## config.mk

```make
export PLATFORM = sky130hd
export DESIGN_NAME = fp_mul_arbiter
export DESIGN_NICKNAME = d
export VERILOG_FILES = /design/src/rtl/fp_mul_arbiter.sv
export SDC_FILE = /design/constraint.sdc
export NUM_CORES = 1
export LEC_CHECK = 0
export ABC_AREA = 1
export BUFFER_PORTS_ARGS = -buffer_cell sky130_fd_sc_hd__buf_2
export CAP_MARGIN = 20
export CORE_MARGIN = 5
export CORE_UTILIZATION = 47
export DETAILED_ROUTE_END_ITERATION = 7
export PLACE_DENSITY = 0.68
export SLEW_MARGIN = 10
export SYNTH_ARGS = -nofsm -noshare
export SYNTH_HDL_FRONTEND = slang
export SYNTH_SLANG_ARGS = --single-unit
export TNS_END_PERCENT = 5
```

## constraint.sdc

```tcl
create_clock -name clk_i -period 9.1 [get_ports clk_i]
set_clock_uncertainty 0.1 [all_clocks]
set_input_delay 1.82 -clock clk_i [delete_from_list [all_inputs] [get_ports clk_i]]
set_output_delay 1.82 -clock clk_i [all_outputs]
set_load 0.1 [all_outputs]
```

## src/rtl/fp_mul_arbiter.sv

```systemverilog
// Round-robin arbiter sharing one retimed FP multiplier among NUM_REQ requesters.
// Credits bound in-flight plus stored results, so the pipeline never stalls.

package fp_mul_arbiter_pkg;
    typedef enum logic [2:0] {
        FP32    = 3'd0,
        FP64    = 3'd1,
        FP16    = 3'd2,
        FP8     = 3'd3,
        FP16ALT = 3'd4
    } fp_format_e;

    function automatic int unsigned exp_bits(fp_format_e f);
        case (f)
            FP32:    return 8;
            FP64:    return 11;
            FP16:    return 5;
            FP8:     return 5;
            FP16ALT: return 8;
            default: return 8;
        endcase
    endfunction

    function automatic int unsigned man_bits(fp_format_e f);
        case (f)
            FP32:    return 23;
            FP64:    return 52;
            FP16:    return 10;
            FP8:     return 2;
            FP16ALT: return 7;
            default: return 23;
        endcase
    endfunction

    function automatic int unsigned fp_width(fp_format_e f);
        return 1 + exp_bits(f) + man_bits(f);
    endfunction
endpackage

// Combinational IEEE multiply with mixed formats, RNE rounding, subnormal in/out.
module fp_mul #(
    parameter int unsigned EA = 5,
    parameter int unsigned MA = 10,
    parameter int unsigned EB = 5,
    parameter int unsigned MB = 10,
    parameter int unsigned EO = 8,
    parameter int unsigned MO = 23
) (
    input  logic [EA+MA:0] a_i,
    input  logic [EB+MB:0] b_i,
    output logic [EO+MO:0] r_o
);
    localparam int unsigned PW = MA + MB + 2;
    localparam int unsigned XW = PW + MO + 3;
    localparam int EW = 16;
    localparam int BIAS_A = (1 << (EA - 1)) - 1;
    localparam int BIAS_B = (1 << (EB - 1)) - 1;
    localparam int BIAS_O = (1 << (EO - 1)) - 1;
    localparam int EMAX = (1 << EO) - 1;
    localparam logic signed [EW-1:0] EOFF = EW'(BIAS_O - BIAS_A - BIAS_B - int'(MA) - int'(MB));

    logic sa, sb, so;
    logic [EA-1:0] xa;
    logic [MA-1:0] fa;
    logic [EB-1:0] xb;
    logic [MB-1:0] fb;
    logic a_zero, a_inf, a_nan, b_zero, b_inf, b_nan;
    logic [PW-1:0] prod;

    assign {sa, xa, fa} = a_i;
    assign {sb, xb, fb} = b_i;
    assign so     = sa ^ sb;
    assign a_zero = (xa == '0) && (fa == '0);
    assign b_zero = (xb == '0) && (fb == '0);
    assign a_inf  = (&xa) && (fa == '0);
    assign b_inf  = (&xb) && (fb == '0);
    assign a_nan  = (&xa) && (fa != '0);
    assign b_nan  = (&xb) && (fb != '0);
    assign prod   = PW'({|xa, fa}) * PW'({|xb, fb});

    logic [EW-1:0] lead;
    logic signed [EW-1:0] exp_c, sh;
    logic [XW-1:0] ext;
    logic sticky, guard, rnd;
    logic [EO-1:0] exp_f;
    logic [MO-1:0] frac;
    logic [EO+MO-1:0] body;

    always_comb begin
        lead = '0;
        for (int i = 0; i < int'(PW); i++)
            if (prod[i]) lead = EW'(i);
        // Biased exponent of the leading one; a zero exponent field counts as 1.
        exp_c  = $signed(EW'(xa) + EW'(xa == '0) + EW'(xb) + EW'(xb == '0) + lead) + EOFF;
        ext    = XW'(prod) << (XW - 32'd1 - 32'(lead));
        sh     = '0;
        sticky = 1'b0;
        exp_f  = exp_c[EO-1:0];
        if (exp_c < 1) begin
            sh    = EW'(1) - exp_c;
            exp_f = '0;
            if (sh >= $signed(EW'(XW))) begin
                sticky = |ext;
                ext    = '0;
            end else begin
                sticky = |(ext & ~({XW{1'b1}} << sh));
                ext    = ext >> sh;
            end
        end
        frac   = ext[XW-2 -: MO];
        guard  = ext[XW-2-MO];
        sticky = sticky | (|ext[XW-3-MO:0]);
        rnd    = guard & (sticky | frac[0]);
        // Rounding carry may ripple into the exponent, including up to infinity.
        body   = {exp_f, frac} + (EO+MO)'(rnd);

        if (a_nan || b_nan || (a_inf && b_zero) || (a_zero && b_inf))
            r_o = {1'b0, {EO{1'b1}}, MO'(1) << (MO - 1)};
        else if (a_inf || b_inf)
            r_o = {so, {EO{1'b1}}, {MO{1'b0}}};
        else if (a_zero || b_zero)
            r_o = {so, {(EO+MO){1'b0}}};
        else if (exp_c >= EMAX)
            r_o = {so, {EO{1'b1}}, {MO{1'b0}}};
        else
            r_o = {so, body};
    end
endmodule

module fp_mul_arbiter
    import fp_mul_arbiter_pkg::*;
#(
    parameter int unsigned NUM_REQ    = 4,
    parameter fp_format_e  FP_FMT_A   = fp_format_e'(2),
    parameter fp_format_e  FP_FMT_B   = fp_format_e'(2),
    parameter fp_format_e  FP_FMT_OUT = fp_format_e'(0),
    parameter int unsigned LATENCY    = 2,
    parameter int unsigned FIFO_DEPTH = 4,
    localparam int unsigned WIDTH_A   = fp_width(FP_FMT_A),
    localparam int unsigned WIDTH_B   = fp_width(FP_FMT_B),
    localparam int unsigned WIDTH_OUT = fp_width(FP_FMT_OUT),
    localparam int unsigned ID_W      = (NUM_REQ > 1) ? $clog2(NUM_REQ) : 1,
    localparam int unsigned CNT_W     = $clog2(FIFO_DEPTH + 1)
) (
    input  logic                         clk_i,
    input  logic                         rst_i,
    input  logic [NUM_REQ-1:0]           req_valid_i,
    output logic [NUM_REQ-1:0]           req_ready_o,
    input  logic [NUM_REQ*WIDTH_A-1:0]   req_a_i,
    input  logic [NUM_REQ*WIDTH_B-1:0]   req_b_i,
    output logic                         rsp_valid_o,
    input  logic                         rsp_ready_i,
    output logic [WIDTH_OUT-1:0]         rsp_result_o,
    output logic [ID_W-1:0]              rsp_id_o,
    output logic                         busy_o
);
    localparam int unsigned PTR_W = (FIFO_DEPTH > 1) ? $clog2(FIFO_DEPTH) : 1;

    logic [ID_W-1:0]  prio_q, prio_d, gnt_idx, scan_idx;
    logic             gnt_vld, accept, push, pop;
    logic [CNT_W-1:0] used_q, used_d;

    // Scan from the far end so the requester nearest to prio wins.
    always_comb begin
        gnt_vld  = 1'b0;
        gnt_idx  = '0;
        scan_idx = '0;
        for (int k = int'(NUM_REQ) - 1; k >= 0; k--) begin
            scan_idx = ID_W'((int'(prio_q) + k) % int'(NUM_REQ));
            if (req_valid_i[scan_idx]) begin
                gnt_vld = 1'b1;
                gnt_idx = scan_idx;
            end
        end
    end

    assign accept = gnt_vld && (used_q < CNT_W'(FIFO_DEPTH)) && !rst_i;
    assign busy_o = (used_q != '0);

    always_comb begin
        req_ready_o = '0;
        if (accept) req_ready_o[gnt_idx] = 1'b1;
    end

    assign prio_d = !accept ? prio_q :
                    (gnt_idx == ID_W'(NUM_REQ - 1)) ? '0 : gnt_idx + 1'b1;

    always_comb begin
        used_d = used_q;
        if (accept && !pop)      used_d = used_q + 1'b1;
        else if (!accept && pop) used_d = used_q - 1'b1;
    end

    always_ff @(posedge clk_i) begin
        if (rst_i) begin
            prio_q <= '0;
            used_q <= '0;
        end else begin
            prio_q <= prio_d;
            used_q <= used_d;
        end
    end

    logic [LATENCY:1]     vld_q;
    logic [WIDTH_A-1:0]   a_q;
    logic [WIDTH_B-1:0]   b_q;
    logic [ID_W-1:0]      id_q [LATENCY];
    logic [WIDTH_OUT-1:0] mul_res, push_res;
    logic [ID_W-1:0]      push_id;

    always_ff @(posedge clk_i) begin
        if (rst_i) vld_q <= '0;
        else       vld_q <= LATENCY'({vld_q, accept});
    end

    always_ff @(posedge clk_i) begin
        if (accept) begin
            a_q <= req_a_i[gnt_idx*WIDTH_A +: WIDTH_A];
            b_q <= req_b_i[gnt_idx*WIDTH_B +: WIDTH_B];
        end
        id_q[0] <= gnt_idx;
        for (int k = 1; k < int'(LATENCY); k++) id_q[k] <= id_q[k-1];
    end

    fp_mul #(
        .EA (exp_bits(FP_FMT_A)),   .MA (man_bits(FP_FMT_A)),
        .EB (exp_bits(FP_FMT_B)),   .MB (man_bits(FP_FMT_B)),
        .EO (exp_bits(FP_FMT_OUT)), .MO (man_bits(FP_FMT_OUT))
    ) u_fp_mul (
        .a_i (a_q),
        .b_i (b_q),
        .r_o (mul_res)
    );

    // Stage 1 holds operands; the product is registered through stages 2..LATENCY.
    if (LATENCY == 1) begin : g_lat1
        assign push_res = mul_res;
    end else begin : g_latn
        logic [WIDTH_OUT-1:0] res_q [LATENCY-1];
        always_ff @(posedge clk_i) begin
            res_q[0] <= mul_res;
            for (int k = 1; k < int'(LATENCY) - 1; k++) res_q[k] <= res_q[k-1];
        end
        assign push_res = res_q[LATENCY-2];
    end

    assign push    = vld_q[LATENCY];
    assign push_id = id_q[LATENCY-1];

    logic [WIDTH_OUT+ID_W-1:0] mem_q [FIFO_DEPTH];
    logic [PTR_W-1:0]          wr_q, rd_q;
    logic [CNT_W-1:0]          cnt_q;

    assign rsp_valid_o = (cnt_q != '0);
    assign pop         = rsp_valid_o && rsp_ready_i;
    assign {rsp_id_o, rsp_result_o} = rsp_valid_o ? mem_q[rd_q] : '0;

    always_ff @(posedge clk_i) begin
        if (push) mem_q[wr_q] <= {push_id, push_res};
    end

    always_ff @(posedge clk_i) begin
        if (rst_i) begin
            wr_q  <= '0;
            rd_q  <= '0;
            cnt_q <= '0;
        end else begin
            if (push) wr_q <= (wr_q == PTR_W'(FIFO_DEPTH - 1)) ? '0 : wr_q + 1'b1;
            if (pop)  rd_q <= (rd_q == PTR_W'(FIFO_DEPTH - 1)) ? '0 : rd_q + 1'b1;
            cnt_q <= cnt_q + CNT_W'(push) - CNT_W'(pop);
        end
    end

    a_credit_balance: assert property (@(posedge clk_i) disable iff (rst_i)
        (int'(cnt_q) + $countones(vld_q)) == int'(used_q));
endmodule

```

==> out/results.ini <==
[outcome]
outcome=finished, violations left
violations=setup timing

[worst_setup_path]
critPathLaunchType=flop
crit_top_cell=inv_1
cp_data_arrival_time_ps=9870
cp-end-kind=flop
cp_slowest_cell=fa_1
worstPathRequired_ps=9390
critPathKind=reg2reg
critPathMaxFanout=8
worst-path-buf-inv=11
cpPeakStageDelay_ps=580
cp_top_family=adder cells

[grt]
antenna_found_initial=1
grt_pass1_wl_mm=80.5
grt_remaining_overflow=0
grt.total_usage=0.237
grt_max_degree=69
grt_pass1_vias=16200

[synthesis]
synth.cell_area_um2=17400
synth_area_leaders=edfxtp_1 (29%), nand2_1 (11%), fa_1 (10%)
synth-edff-count=168
synth.largest_area_cell=edfxtp_1
synth_most_common_cell=nand2_1
synth_top_area_share=0.290
yosys_warnings=0
synthesis.nets=2556
synth-main-ff-cell=edfxtp_1
synthXorXnorAreaFrac=0.0141
synth-seq-cells=220
syn_avg_cell_area_um2=7.76
synth_compound_area_frac=0.0954
synthCells=2243
synth_fa_ha_area_frac=0.166
synthDistinctLibCells=58
yosys.area_share.simple=0.271
async_flop_share=0
synth_common_cells=nand2_1 (524), inv_1 (344), nand3_1 (231), nor2_1 (213), edfxtp_1 (168)
synth_top_family_by_area=simple AND/OR/NAND/NOR gates
muxShareOfSynthArea=0
ys_seq_area_frac=0.350

[cells_and_area]
fin_nets=2914
area_growth_pct=24.1
n_antenna_cell=0
design_area_um2=21600
drive_gt1_frac=0.246

[timing]
worst_pin_slew_ps=913
fin_hold_ws_ps=248
slew_headroom=0.391
slew_violations=0
rsz0062_at_grt=yes
setup_ws_ps=-479
hold_violations=0
finalSetupViolCount=25
fin_crit_sh=1.05
finalCriticalPeriod_ps=9580
max_freq_mhz=104

[detailed_routing]
wl_met1_mm=20.5
wl_mm=49.0
top_layer=met4
vias=16100
wl_met2_mm=24.3
firstDrtPassIters=6
drtIter0Drc=984
antenna_left=0
wire_per_inst_um=15.9
wl_met3_mm=2.71
vias_per_cell=5.21
remaining_drc_errors=0

[placement]
postPlaceCellArea_um2=20500
dp_hpwl_mm=38.8
port_buffers=174
gp_congestion=0.991

[floorplanning]
start_util=0.475
io_pins=175
die_h_um=202
dieWidth_um=202
core_um2=36600
rows=70
dieArea_um2=41000

[clock_tree]
cts_root_buf=clkbuf_16
cts_buffers=24
cts_tree=done
cts.htree.levels=1
cts_sinks=220
path_clk_slew_ps=60
clockBufferDepth=3
hold_buffers=0
insertion_delay_ps=520

[min_path]
hp-class=reg2reg

[flow_run]
cap_viol_max_count=0

## logic make-up after synthesis
logic type | count (synthesis)
xor gates and xnor gates | 22
AOI/OAI and AO/OA | 282
adders and majority gates | 178
buffers and inverters | 460
and+or+nand+nor | 1081
DFF | 220
## metal layers
layer	global-route usage	vias to the layer above
met5	0	-
met4	0.0626	0
met3	0.0268	82
met2	0.434	540
met1	0.298	7490
li1	-	7960
## final cells by class
cell class | count | area, µm²
Inverter | 359 | 1350
Timing Repair Buffer | 433 | 2860
Sequential cell | 220 | 6090
Clock buffer | 34 | 678
Clock inverter | 10 | 101
Tap cell | 468 | 586
Fill cell | 3238 | 15000
Multi-Input combinational cell | 1563 | 9940
## flip-flops by register name, summed over array words and instances (netlist names), named ones only
| name | count |
|---|---|
| vld_q | 2 |
| mem_q | 136 |
| id_q | 4 |
| a_q | 16 |
| b_q | 16 |
| used_q | 3 |
| wr_q | 2 |
| prio_q | 2 |
| cnt_q | 3 |
| rd_q | 2 |
| g_latn.res_q | 32 |
## cell usage in the layout (no fill, tap or decap), drive strengths merged, types with 15 or more instances in the layout
cell | synthesis | routed
nand2 | 558 | 558
buf | 28 | 433
inv | 357 | 359
nand3 | 238 | 238
nor2 | 229 | 229
edfxtp | 168 | 168
a21oi | 116 | 116
o21ai | 110 | 110
fa | 89 | 89
ha | 89 | 89
dfxtp | 52 | 52
clkbuf | 73 | 34
a32oi | 32 | 32
nor3 | 19 | 19
xor2 | 15 | 15
## per-stage QoR
step / utilization / instances / TNS (ps) / setup slack, ps
3_3_place_gp: 0.560 / 3032 / -11320 / -548
5_1_grt: 0.590 / 3087 / -21820 / -981
3_5_place_dp: 0.560 / 3032 / -15700 / -726
6_report: 0.590 / 3087 / -9450 / -479
2_1_floorplan: - / 2243 / -7620 / -514
4_1_cts: 0.588 / 3087 / -8370 / -424
## worst register-to-register path, delay by kind of cell, from the launching register on
kind                     cells  cell delay [ps]
AND/OR/NAND/NOR             21             2180
AO/OA/AOI/OAI                4              640
flip-flops                   1              390
adder cells (fa/ha/maj)     13             4900
buffers and inverters       11             1040
XOR/XNOR                     1              180
## repair_timing
item                       in CTS  in global routing
resized for setup              48                 13
setup buffers                  11                  0
setup endpoints to repair      26                 27
pin swaps                      58                  5
hold endpoints to repair        0                  0
## worst paths after layout
kind	from	to	slack [ps]	cells past startpoint
worst max-delay path	b_q[13]	g_latn.res_q[0][28]	-480	50
worst min-delay path	id_q[0][1]	id_q[0][3]	250	0
worst max register to register	b_q[13]	g_latn.res_q[0][28]	-480	50
worst min register to register	id_q[0][1]	id_q[0][3]	250	0
Power is left out: the tool's default activity adds up to more than one toggle a clock period on the data nets, which glitch-free logic cannot reach.
